===== src/rtl/fsk4_crc_pkg.sv =====
// rtl/fsk4_crc_pkg.sv - shared tone thresholds, CRC-4 constants and receiver state enum for the 4FSK byte link
package fsk4_crc_pkg;

  localparam int CW_W           = 12;
  localparam int DATA_W         = 8;
  localparam int CRC_W          = 4;
  localparam int SYMS_PER_FRAME = 6;

  localparam logic [CRC_W-1:0] CRC4_POLY = 4'b0011;

  localparam int DEF_SYMBOL_CYCLES = 4096;
  localparam int DEF_THR_01        = 75;
  localparam int DEF_THR_12        = 107;
  localparam int DEF_THR_23        = 149;
  localparam int DEF_MIN_EDGES     = 16;
  localparam int DEF_QUIET_CYCLES  = 256;

  typedef enum logic [1:0] {
    IDLE,
    RECV,
    DONE,
    QUIET
  } rx_state_t;

  // Folds one 2-bit symbol into the x^4+x+1 LFSR, MSB first.
  function automatic logic [CRC_W-1:0] crc4_fold2(input logic [CRC_W-1:0] crc,
                                                  input logic [1:0] sym);
    logic [CRC_W-1:0] c;
    c = crc;
    for (int i = 1; i >= 0; i--) begin
      if (c[CRC_W-1] ^ sym[i]) c = {c[CRC_W-2:0], 1'b0} ^ CRC4_POLY;
      else                     c = {c[CRC_W-2:0], 1'b0};
    end
    return c;
  endfunction

endpackage


===== src/rtl/fsk4_symbol_slicer.sv =====
// rtl/fsk4_symbol_slicer.sv - input synchronizer, rising-edge counter per symbol window and tone slicer
module fsk4_symbol_slicer
  import fsk4_crc_pkg::*;
#(
  parameter int SYMBOL_CYCLES = DEF_SYMBOL_CYCLES,
  parameter int THR_01        = DEF_THR_01,
  parameter int THR_12        = DEF_THR_12,
  parameter int THR_23        = DEF_THR_23,
  parameter int MIN_EDGES     = DEF_MIN_EDGES
) (
  input  logic       sys_clk,
  input  logic       reset,
  input  logic       fsk_in,
  input  logic       i_start,
  input  logic       i_run,
  output logic       o_edge,
  output logic [1:0] o_sym,
  output logic       o_sym_valid,
  output logic       o_carrier_lost
);

  localparam int               WIN_W    = $clog2(SYMBOL_CYCLES);
  localparam logic [WIN_W-1:0] WIN_LAST = WIN_W'(SYMBOL_CYCLES - 1);
  localparam logic [7:0]       L_THR_01 = 8'(THR_01);
  localparam logic [7:0]       L_THR_12 = 8'(THR_12);
  localparam logic [7:0]       L_THR_23 = 8'(THR_23);
  localparam logic [7:0]       L_MIN    = 8'(MIN_EDGES);

  logic             r_sync1, r_sync2, r_prev;
  logic [WIN_W-1:0] r_win;
  logic [7:0]       r_count;
  logic             w_edge, w_win_end;
  logic [7:0]       w_total;

  assign w_edge    = r_sync2 & ~r_prev;
  assign w_win_end = i_run && (r_win == WIN_LAST);
  // Edge in the window's last cycle still belongs to that window.
  assign w_total   = (r_count == 8'hFF) ? 8'hFF : r_count + {7'd0, w_edge};

  always_ff @(posedge sys_clk) begin
    if (reset) begin
      r_sync1 <= 1'b0;
      r_sync2 <= 1'b0;
      r_prev  <= 1'b0;
    end else begin
      r_sync1 <= fsk_in;
      r_sync2 <= r_sync1;
      r_prev  <= r_sync2;
    end
  end

  always_ff @(posedge sys_clk) begin
    if (reset) begin
      r_win   <= '0;
      r_count <= '0;
    end else if (i_start) begin
      r_win   <= '0;
      r_count <= 8'd1;
    end else if (i_run) begin
      r_win   <= w_win_end ? '0 : r_win + WIN_W'(1);
      r_count <= w_win_end ? '0 : w_total;
    end else begin
      r_win   <= '0;
      r_count <= '0;
    end
  end

  always_comb begin
    o_sym = 2'd3;
    if (w_total < L_THR_01)      o_sym = 2'd0;
    else if (w_total < L_THR_12) o_sym = 2'd1;
    else if (w_total < L_THR_23) o_sym = 2'd2;
  end

  assign o_edge         = w_edge;
  assign o_sym_valid    = w_win_end;
  assign o_carrier_lost = w_win_end && (w_total < L_MIN);

endmodule


===== src/rtl/fsk4_crc_receiver.sv =====
// rtl/fsk4_crc_receiver.sv - 4FSK receive path: frame FSM, codeword assembly and CRC-4 check
module fsk4_crc_receiver
  import fsk4_crc_pkg::*;
#(
  parameter int SYMBOL_CYCLES = DEF_SYMBOL_CYCLES,
  parameter int THR_01        = DEF_THR_01,
  parameter int THR_12        = DEF_THR_12,
  parameter int THR_23        = DEF_THR_23,
  parameter int MIN_EDGES     = DEF_MIN_EDGES,
  parameter int QUIET_CYCLES  = DEF_QUIET_CYCLES
) (
  input  logic              sys_clk,
  input  logic              reset,
  input  logic              fsk_in,
  output logic [DATA_W-1:0] rx_data,
  output logic              rx_valid,
  output logic              crc_ok,
  output logic              frame_err,
  output logic              busy
);

  localparam int                QCNT_W = $clog2(QUIET_CYCLES) + 1;
  localparam logic [QCNT_W-1:0] Q_LAST = QCNT_W'(QUIET_CYCLES - 1);

  rx_state_t         r_state, w_next;
  logic [2:0]        r_idx;
  logic [CW_W-3:0]   r_shift;
  logic [CRC_W-1:0]  r_crc;
  logic [QCNT_W-1:0] r_qcnt;
  logic [DATA_W-1:0] r_rx_data;
  logic              r_crc_ok, r_frame_err;

  logic              w_edge, w_sym_valid, w_carrier_lost, w_start, w_run, w_last_sym;
  logic [1:0]        w_sym;
  logic [CW_W-1:0]   w_shift_next;
  logic [CRC_W-1:0]  w_crc_next;

  assign w_start      = (r_state == IDLE) && w_edge;
  assign w_run        = (r_state == RECV);
  assign w_shift_next = {r_shift, w_sym};
  assign w_crc_next   = crc4_fold2(r_crc, w_sym);
  assign w_last_sym   = (r_idx == 3'(SYMS_PER_FRAME - 1));

  fsk4_symbol_slicer #(
    .SYMBOL_CYCLES(SYMBOL_CYCLES),
    .THR_01       (THR_01),
    .THR_12       (THR_12),
    .THR_23       (THR_23),
    .MIN_EDGES    (MIN_EDGES)
  ) u_slicer (
    .sys_clk       (sys_clk),
    .reset         (reset),
    .fsk_in        (fsk_in),
    .i_start       (w_start),
    .i_run         (w_run),
    .o_edge        (w_edge),
    .o_sym         (w_sym),
    .o_sym_valid   (w_sym_valid),
    .o_carrier_lost(w_carrier_lost)
  );

  always_comb begin
    w_next = r_state;
    case (r_state)
      IDLE:    if (w_edge) w_next = RECV;
      RECV:    if (w_sym_valid && (w_carrier_lost || w_last_sym)) w_next = DONE;
      DONE:    w_next = QUIET;
      QUIET:   if (!w_edge && (r_qcnt == Q_LAST)) w_next = IDLE;
      default: w_next = IDLE;
    endcase
  end

  always_ff @(posedge sys_clk) begin
    if (reset) r_state <= IDLE;
    else       r_state <= w_next;
  end

  // Result registers load on the RECV->DONE edge so they are valid during DONE and hold afterwards.
  always_ff @(posedge sys_clk) begin
    if (reset) begin
      r_idx       <= '0;
      r_shift     <= '0;
      r_crc       <= '0;
      r_qcnt      <= '0;
      r_rx_data   <= '0;
      r_crc_ok    <= 1'b0;
      r_frame_err <= 1'b0;
    end else begin
      case (r_state)
        IDLE: if (w_edge) begin
          r_idx   <= '0;
          r_shift <= '0;
          r_crc   <= '0;
        end
        RECV: if (w_sym_valid) begin
          r_idx   <= r_idx + 3'd1;
          r_shift <= w_shift_next[CW_W-3:0];
          r_crc   <= w_crc_next;
          if (w_carrier_lost) begin
            r_rx_data   <= '0;
            r_crc_ok    <= 1'b0;
            r_frame_err <= 1'b1;
          end else if (w_last_sym) begin
            r_rx_data   <= w_shift_next[CW_W-1:CRC_W];
            r_crc_ok    <= (w_crc_next == '0);
            r_frame_err <= 1'b0;
          end
        end
        DONE:    r_qcnt <= '0;
        QUIET:   r_qcnt <= w_edge ? '0 : r_qcnt + QCNT_W'(1);
        default: r_qcnt <= '0;
      endcase
    end
  end

  assign rx_data   = r_rx_data;
  assign rx_valid  = (r_state == DONE);
  assign crc_ok    = r_crc_ok;
  assign frame_err = r_frame_err;
  assign busy      = (r_state != IDLE);

endmodule


===== config.mk =====
export PLATFORM = sky130hd
export DESIGN_NAME = fsk4_crc_receiver
export DESIGN_NICKNAME = d
export VERILOG_FILES = /design/src/rtl/fsk4_crc_pkg.sv /design/src/rtl/fsk4_symbol_slicer.sv /design/src/rtl/fsk4_crc_receiver.sv
export SDC_FILE = /design/constraint.sdc
export NUM_CORES = 1
export LEC_CHECK = 0
export ABC_AREA = 1
export CAP_MARGIN = 20
export CORE_ASPECT_RATIO = 0.6
export CORE_MARGIN = 1.5
export CORE_UTILIZATION = 43
export DETAILED_ROUTE_END_ITERATION = 6
export PLACE_DENSITY = 0.61
export SLEW_MARGIN = 20
export SYNTH_ARGS = -nofsm -noshare
export SYNTH_HDL_FRONTEND = slang
export SYNTH_HIERARCHICAL = 1
export SYNTH_SLANG_ARGS = --single-unit

===== constraint.sdc =====
create_clock -name sys_clk -period 3.2 [get_ports sys_clk]
set_input_delay 0.32 -clock sys_clk [delete_from_list [all_inputs] [get_ports sys_clk]]
set_output_delay 0.32 -clock sys_clk [all_outputs]
set_load 0.01 [all_outputs]

# After elaboration in Yosys (flattened, before gate mapping)
# Index checks and enable logic that the tools add are counted.
[op_classes]
n_addsub = 4
magnitude_cmp = 4
n_eq_ne = 11
mux = 30
n_bitwise = 7
reduce_logical = 17
[op_table]
columns = ["cell", "count"]
rows = [
  ["8-bit two-way mux", 3],
  ["10-bit two-way mux", 2],
  ["10-bit case mux with 2 select lines", 1],
  ["9-bit case mux with 2 select lines", 1],
  ["8-bit by 7-bit < comparator with 1-bit output (second input constant)", 2],
  ["2-bit two-way mux", 7],
  ["12-bit by 1-bit adder with 12-bit output (second input constant)", 1],
  ["12-bit equality test (second input constant)", 1],
  ["9-bit by 1-bit adder with 9-bit output (second input constant)", 1],
  ["9-bit by 8-bit equality test with 1-bit output (second input constant)", 1],
  ["9-bit two-way mux", 1],
  ["3-bit AND reduction", 3],
  ["8-bit by 1-bit adder with 8-bit output", 1],
  ["8-bit equality test (second input constant)", 1],
  ["8-bit by 5-bit < comparator with 1-bit output (second input constant)", 1],
  ["8-bit < comparator (second input constant)", 1],
  ["1-bit two-way mux", 8],
  ["4-bit two-way mux", 2],
  ["2-bit case mux with 4 select lines", 1],
  ["4-bit case mux with 2 select lines", 1],
  ["2-bit nonzero test", 4],
  ["3-bit two-way mux", 2],
  ["2-bit inequality test (second input constant)", 3],
  ["3-bit case mux with 2 select lines", 1],
  ["other kinds (15)", 23],
]
[totals]
ff_bits = 61
input_bits = 3
out_inout_bits = 12
elab_cells = 87

# Longest topological paths before layout
[depth]
ltp_word = 15
depth_mapped = 21
depth_no_buf = 21

# By module
# Netlist, hierarchy kept.
[by_module_without_submodules]
columns = ["mod", "n_inst", "cells_per_inst", "area_each_um2", "seq_area_each_um2"]
rows = [
  ["fsk4_crc_receiver", 1, 242, 1745.4, 760.7],
  ["fsk4_symbol_slicer", 1, 161, 1139.8, 460.4],
]

# Worst setup path before layout
# Ideal clock, no wire load.
[synth_path]
kind = "register to register"
from = "reg u_slicer.r_sync2"
to = "reg r_crc[1]"
setup_ps = 132
arrival_time_ps = 2357
t_required_ps = 3068
slack_ps = 711
stages_incl_launch_ff = 18
cell_sequence = "dfxtp_1 inv_1 nor2_1 ha_1 ha_1 inv_1 nor2_1 a21oi_1 nor2_1 nor2_1 a21oi_1 nand2_1 nand2_1 xor2_1 inv_1 ha_1 nand2_1 a21oi_1"
[synth_via]
word_cells_on_any_way = 18
cone_classes = "1 x add/sub; 3 x order compare; 1 x eq/ne; 8 x mux; 4 x bitwise; 1 x reduce/logical"
[synth_lines]
columns = ["item", "line_no", "text"]
rows = [
  ["start: declaration", "fsk4_symbol_slicer.sv:29", "logic r_sync1, r_sync2, r_prev;"],
  ["start signal: assignment", "fsk4_symbol_slicer.sv:47", "r_sync2 <= r_sync1;"],
  ["1-bit AND (*)", "fsk4_symbol_slicer.sv:35", "assign w_edge = r_sync2 & ~r_prev;"],
  ["via w_edge", "fsk4_crc_receiver.sv:33", "logic w_edge, w_sym_valid, w_carrier_lost, w_start, w_run, w_last_sym;"],
  ["8-bit by 1-bit adder with 8-bit output (*)", "fsk4_symbol_slicer.sv:38", "assign w_total = (r_count == 8'hFF) ? 8'hFF : r_count + {7'd0, w_edge};"],
  ["8-bit two-way mux (*)", "fsk4_symbol_slicer.sv:38", ""],
  ["8-bit < comparator", "fsk4_symbol_slicer.sv:72", "else if (w_total < L_THR_23) o_sym = 2'd2;"],
  ["1-bit two-way mux", "fsk4_symbol_slicer.sv:72", ""],
  ["2-bit two-way mux", "fsk4_symbol_slicer.sv:71", "else if (w_total < L_THR_12) o_sym = 2'd1;"],
  ["2-bit two-way mux (*)", "fsk4_symbol_slicer.sv:70", "if (w_total < L_THR_01) o_sym = 2'd0;"],
  ["via w_sym[0]", "fsk4_crc_receiver.sv:34", "logic [1:0] w_sym;"],
  ["1-bit bitwise XOR (*)", "fsk4_crc_pkg.sv:31", "if (c[CRC_W-1] ^ sym[i]) c = {c[CRC_W-2:0], 1'b0} ^ CRC4_POLY;"],
  ["2-bit two-way mux (*)", "fsk4_crc_pkg.sv:31", ""],
  ["4-bit two-way mux (*)", "fsk4_crc_receiver.sv:95", "RECV: if (w_sym_valid) begin"],
  ["4-bit case mux with 2 select lines (*)", "fsk4_crc_receiver.sv:89", "case (r_state)"],
  ["end signal: assignment", "fsk4_crc_receiver.sv:98", "r_crc <= w_crc_next;"],
  ["end: declaration", "fsk4_crc_receiver.sv:28", "logic [CRC_W-1:0] r_crc;"],
]
# Mark *: on every way through the listed nets, which the timed path passes. The rest lies on a longest branch. The select of a mux whose other input is x is not followed.
# A chain may end at the register's enable or synchronous reset.

# Final worst setup path
[layout_path]
from = "reg u_slicer.r_sync2"
to = "reg r_crc_ok (netlist: crc_ok)"
[layout_via]
word_cells_on_any_way = 21
cone_classes = "1 x add/sub; 4 x order compare; 8 x mux; 4 x bitwise; 4 x reduce/logical"
[layout_lines]
columns = ["item", "line_no", "text"]
rows = [
  ["1-bit AND (*)", "fsk4_symbol_slicer.sv:35", ""],
  ["via w_edge", "fsk4_crc_receiver.sv:33", ""],
  ["8-bit by 1-bit adder with 8-bit output (*)", "fsk4_symbol_slicer.sv:38", ""],
  ["8-bit two-way mux (*)", "fsk4_symbol_slicer.sv:38", ""],
  ["8-bit < comparator", "fsk4_symbol_slicer.sv:72", ""],
  ["1-bit two-way mux", "fsk4_symbol_slicer.sv:72", ""],
  ["2-bit two-way mux", "fsk4_symbol_slicer.sv:71", ""],
  ["2-bit two-way mux (*)", "fsk4_symbol_slicer.sv:70", ""],
  ["via w_sym[0]", "fsk4_crc_receiver.sv:34", ""],
  ["1-bit bitwise XOR (*)", "fsk4_crc_pkg.sv:31", ""],
  ["2-bit two-way mux (*)", "fsk4_crc_pkg.sv:31", ""],
  ["4-bit logical NOT (*)", "fsk4_crc_receiver.sv:105", "r_crc_ok <= (w_crc_next == '0);"],
  ["1-bit two-way mux (*)", "fsk4_crc_receiver.sv:103", "end else if (w_last_sym) begin"],
  ["1-bit two-way mux (*)", "fsk4_crc_receiver.sv:99", "if (w_carrier_lost) begin"],
  ["end signal: assignment", "fsk4_crc_receiver.sv:105", ""],
  ["end: declaration", "fsk4_crc_receiver.sv:31", "logic r_crc_ok, r_frame_err;"],
]
# Marked as above.

==> impl.org <==
** Status
- Outcome :: finished clean

** Global routing
- Entering global routing, the biggest net connects 40 pins.
- Total routing usage reported by global routing :: a little under a fifth
- The first global-routing pass estimated about 10 mm of wire.
- The number of antenna violations at the first check in global routing came to 0.
- Remaining global-route overflow :: 0
- Via count of the first global-routing pass :: ~2,200

** Pwr
- Internal power comes to between 0.001 and 0.0015 W.
- VDD IR-drop max :: roughly 0.00037 V
- Sw Ratio :: 29.1%
- Power share of the clock group :: about two fifths
- Sum of internal, switching and leakage power :: between 0.0015 and 0.002 W
- Net load switching power :: approximately 0.00056 W
- Comb pwr share :: a little under a fifth
- In this run the power density over the cells is about 580 nW/um^2.
- In this run the static leakage power is between 1 and 1.5 nW.
- Sequential fraction of design power :: about two fifths

** Layout
- Fillcell total :: between 600 and 700
- Area of all placed cells without fillers :: 3320 um^2
- The sequential cells in the finished layout cover a total of 1220 um^2.
- In the final layout, the multi-input gates occupy between 1000 and 1500 um^2.
- Final Util :: a little over half
- Fraction of layout instances using a drive strength above 1 :: under 10%
- Compared with the post-synthesis result, the final layout area differs by 15.1%.
- The net count of the finished layout is roughly 440.
- 0 antenna diodes ended up in the layout.

** CTS
- Clock slew at the register clock pins of the worst setup and hold paths :: around 70 ps
- Cell at the root of the clock tree :: clkbuf_8
- Number of buffers added for setup after CTS :: 0
- The H-tree was split into 3 levels.
- Buffers inserted during clock tree synthesis total 9.
- TritonCTS built the clock tree.
- The longest clock path from root to sink contains 2 buffers.
- At the later pin of the worst-skew pair, clock insertion delay measures 340 ps.
- Clock net sink count :: just over 60

** Timing
- The final count of hold timing violations is 0.
- Setup repair after global routing left no endpoint under its margin.
- Timing would allow up to 356 MHz.
- Count of final setup violators :: 0
- At the pin with the least slew margin, the transition time is between 500 and 600 ps.
- Rel. slew slack :: between 60% and 70%
- Period minus WS final :: approximately 2800 ps
- After layout, the worst path uses 87.8% of the clock period.
- Total Negative Setup Slacks :: 0 ps
- Setup slack on the critical path of the routed design comes to between 300 and 400 ps.
- Number of pins with negative max-slew slack in the final report :: 0
- Skew final :: about 5.3 ps

** Setup path
- The worst setup path is launched from a flip-flop.
- Arrival time of data at the critical path endpoint :: just over 3000 ps
- By startpoint and endpoint, the worst setup path is classified as flip-flop to flip-flop.
- Worst Reg-to-Reg Cells :: 20
- Data required time at the worst endpoint :: between 3000 and 4000 ps
- Of all nets on the critical path, the largest fanout is 4.
- The worst setup path is captured at a flip-flop.

** Detailed routing
- Summed over all layers, the routed wires come to around 5.8 mm.
- Via Count :: about 2,400
- Post-route ant nets :: 0
- Before antenna repair, the detailed router went through 5 iterations.
- Dividing the detail-routed wire length by the instance count gives 11.4 um.
- Dividing the detail-routed via count by the number of cells gives around 4.8.
- Iteration-0 DRC count of the detailed router :: approximately 160
- After detailed routing, the number of remaining DRC violations is 0.

** Placement
- The count of buffers added on input and output ports is 14.
- Area post-placement :: between 3000 and 4000 um^2
- Final weighted congestion in routability-driven placement :: between 0.8 and 0.9
- Timing analysis after detailed placement gives a worst setup slack of 358 ps.
- Once detailed placement completed, the half-perimeter wirelength came to 4.18 mm.

** Synthesis
- Area share of the largest cell type after synthesis :: 42.3%
- Leading cell type by number of instances after synthesis :: nand2_1
- Distinct cells, synth :: 31
- Primary FF master, synth :: dfxtp_1
- In the synthesized netlist the async set-or-reset flop fraction comes to 0%.
- Yosys printed 6 warnings.
- After synthesis the cells add up to around 2900 um^2.
- Post-synthesis cell type with the largest combined area :: dfxtp_1
- Synthesis produced a netlist whose cell count is 403.
- Number of synthesized register bits :: 61
- In this run, synthesis inferred 0 flip-flops with an integrated enable.
- After synthesis, the cell types taking the most area are dfxtp_1 (42%), nand2_1 (15%), a21oi_1 (8.8%), inv_1 (6.6%), ha_1 (5.6%).
- Sequential-to-total area share from yosys stat :: 42.3%
- In the synthesized netlist, the cells that appear most often are nand2_1 (114), dfxtp_1 (61), a21oi_1 (51), inv_1 (51), nor2_1 (38).
- After synthesis, the mean cell area works out to 7.16 um^2.
- Synthesis produced a netlist with a net count of between 400 and 500.

** Worst hold path
- Hold Path Cell Cnt :: 2
- The path class of the tightest hold or removal check is flip-flop to flip-flop.

** Die
- 15 I/O pins were placed.
- Die extent in x :: about 110 um
- The initialized floorplan defines 22 standard-cell rows.
- Full die area :: around 7200 um^2
- Initial cell density of the core :: between 40 and 50%
- Core area :: between 6000 and 7000 um^2
- The die is 66.5 um tall.

** Flow run
- The tool flagged a number of max-cap violations equal to 0.
## cell usage in the layout, fill, tap and decap left out, drive strengths merged, types with 5 or more instances in the layout
cell type        n
nand2          117
inv             53
o21ai           10
or2              5
a21oi           52
clkbuf          12
dfxtp           61
clkdlybuf4s50   14
nor2            42
nand3           22
ha              13
## final cells by class
class                      count  area share [%]
clock buffer                  12            4.67
clock inverter                 4            2.11
multi-input combinational    280            42.7
timing repair buffer          15            4.45
sequential                    61            36.8
tap                           84            3.17
inverter                      54            6.10
## critical path, cell delays in order, from the launching register on
cell and delay, ps:
dfxtp_1 310, inv_1 50, nor2_2 160, ha_2 240, ha_1 190, inv_1 60, nor2_1 230, a21oi_1 110
nor2_1 190, inv_1 80, nor2_1 130, o21ai_0 110, nand2_1 70, nand2_1 90, xor2_1 200, inv_1 70
ha_1 170, inv_1 50, nor2_1 30, nand3_1 70, a21oi_1 70
## power groups by stage
stage | Combinational, W | Sequential (W) | Clock (W)
4_1_cts | 0.000359 | 0.000795 | 0.000793
2_1_floorplan | 0.000275 | 0.000808 | 0
3_5_place_dp | 0.000357 | 0.000812 | 0
5_1_grt | 0.000402 | 0.000798 | 0.000837
3_3_place_gp | 0.000357 | 0.000812 | 0
6_report | 0.000355 | 0.000795 | 0.000771
## stage by stage
stage          std cells  hold slack, ps
6_report             510             426
3_5_place_dp         494             424
4_1_cts              510             429
3_3_place_gp         494             419
2_1_floorplan        403             388
5_1_grt              510             439
## sequential cells by signal, summed over array words and instances, names as in the netlist, 2 cells and up
name,flops
u_slicer/r_win,12
r_shift,10
r_qcnt,9
rx_data,8
u_slicer/r_count,8
r_crc,4
r_idx,3
r_state,2
## metal layers
metal	track usage [%]	share of wire [%]	wire (um)	vias up
met5	0	0	0	-
met4	7.89	1.1	64	0
met3	7.44	6.2	361	8
met2	24.9	38	2230	43
met1	25.8	55	3180	1072
li1	-	-	-	1302
## cell families after synthesis
family | after synthesis | synth area share (%)
xor+xnor | 8 | 2.43
flops | 61 | 42.3
buf+inv | 62 | 8.67
compound gates | 66 | 11.9
simple gates | 193 | 29.0
fa+ha+maj | 13 | 5.64
## final timing paths
| check | from | endpoint | slack (ps) |
|---|---|---|---|
| setup / recovery | u_slicer/r_sync2 | crc_ok | 390 |
| setup reg to reg | u_slicer/r_sync2 | crc_ok | 390 |
| hold / removal | u_slicer/r_sync1 | u_slicer/r_sync2 | 430 |
| hold reg to reg | u_slicer/r_sync1 | u_slicer/r_sync2 | 430 |
## repair_timing
item | in CTS | in global routing
hold endpoints to repair | 0 | 0
gates resized for setup | 0 | 2
hold buffers | 0 | 0
setup endpoints to repair | 0 | 2
No activity file was read; power rests on OpenSTA's default activity.
==> variant (same settings) <==
The 4 states of `rx_state_t` get a one-hot encoding in 4 bits.
--- a/src/rtl/fsk4_crc_pkg.sv
+++ b/src/rtl/fsk4_crc_pkg.sv
@@ -16,9 +16,9 @@
   localparam int DEF_QUIET_CYCLES  = 256;
 
-  typedef enum logic [1:0] {
-    IDLE,
-    RECV,
-    DONE,
-    QUIET
+  typedef enum logic [3:0] {
+    IDLE  = 4'b0001,
+    RECV  = 4'b0010,
+    DONE  = 4'b0100,
+    QUIET = 4'b1000
   } rx_state_t;
 
Behaviour: same outputs for any inputs over 10 cycles, from zero or initial values and one cycle with reset high; not proved beyond that.
==> variant against the unedited design <==
  * Area after synthesis increased by 12%
  * Via count increased by 12%
  * Highest routed layer unchanged
  * Critical endpoint is now r_crc[1]
  * Die area rose by 11%
  * Sequential cell count rose by 2
  * Count of clock-buffer cells in the layout rose by 1
  * First-iteration DRC count shrank 8.8%
  * Cell area is 11% higher
  * Maximum frequency is 3.9% lower
  * Routed wire length grew 13%
  * Worst setup slack got worse by 0.11 ns
  * Non-clock buffer count grew 2
Power is not compared: it rests on default switching activity, and its combinational part moved more than twofold at a synthesized area within 25%.
==> variant: results <==
[timing]
skew_ns = 0.006158
slew_headroom_pct = 53.44

[global_route]
use_met3_pct = 5.469
grt_util_met2_pct = 24.35
met1_usage_pct = 27.65
grt_max_degree = 33
grt_pass1_wl_mm = 11.51
grt_pass1_vias = 2439
grt_use_total_pct = 18.43

[power]
pg_seq_w = 0.000834
p_total_w = 0.001861

[routing]
drt_iter0_drc = 145
firstDrtPassIters = 4
via_count = 2728
wirelength_mm = 6.579

[cts]
clk_pin_slew_worst_paths_ns = 0.05
cts_root_buf = clkbuf_16
postCtsSetupRepairBufs = 0

[place]
place.gp.congestion = 0.8046
dp_hpwl_mm = 4.778

[final_layout]
num-nets-final = 494
n_antenna_cell = 0
drive_above_1_share_pct = 9.671

[synth]
yosysUniqueCellTypes = 32
ys_seq_area_share_pct = 39.15
synth_top_cells_by_count = 95 x nand2_1, 75 x inv_1, 73 x nor2_1
ys_warn_count = 6
syn-num-nets = 477

[status]
outcome = finished clean

[critical_path]
arrival_ns = 3.14
reg2reg_slack_ns = 0.28
-- variant: through the flow --
| stage | cell area [sq um] | cells | worst slack [ns] |
|---|---|---|---|
| 6_report | 3696 | 590 | 0.2759 |
| 5_1_grt | 3696 | 590 | 0.03852 |
| 4_1_cts | 3687 | 590 | 0.1989 |
| 3_5_place_dp | 3422 | 576 | 0.2370 |
| 3_3_place_gp | 3422 | 576 | 0.2843 |
| 2_1_floorplan | 3222 | 466 | 0.6592 |
-- variant: logic make-up (layout without fill, tap and decap cells) --
| kind of cell | count (synthesis) | count (layout) | synth area share, % |
|---|---|---|---|
| simple gates | 242 | 242 | 34.14 |
| buf+inv | 91 | 111 | 12.19 |
| flops | 63 | 63 | 39.15 |
| compound gates | 53 | 53 | 8.971 |
| xor+xnor | 9 | 9 | 2.447 |
| fa+ha+maj | 8 | 8 | 3.107 |
-- variant: per-layer routing --
layer | vias to the layer above | part of all wire [%]
li1 | 1478 | -
met1 | 1188 | 56
met2 | 50 | 37
met3 | 12 | 5.5
met4 | 0 | 1.5
met5 | - | 0
-- variant: final cells by class --
class / count / area [sq um]
Clock inverter: 1 / 5.005
Timing Repair Buffer: 17 / 162.7
Inverter: 80 / 300.3
Clock buffer: 13 / 260.3
Sequential cell: 63 / 1261
Multi-Input combinational cell: 312 / 1577
Fill cell: 757 / 3571
Tap cell: 104 / 130.1
-- variant: final timing paths --
kind / endpoint / startpoint / cells past startpoint
worst max-delay path: r_crc[1] / u_slicer/r_sync2 / 18
worst min-delay path: u_slicer/r_sync2 / u_slicer/r_sync1 / 2
worst max register to register: r_crc[1] / u_slicer/r_sync2 / 18
worst min register to register: u_slicer/r_sync2 / u_slicer/r_sync1 / 2
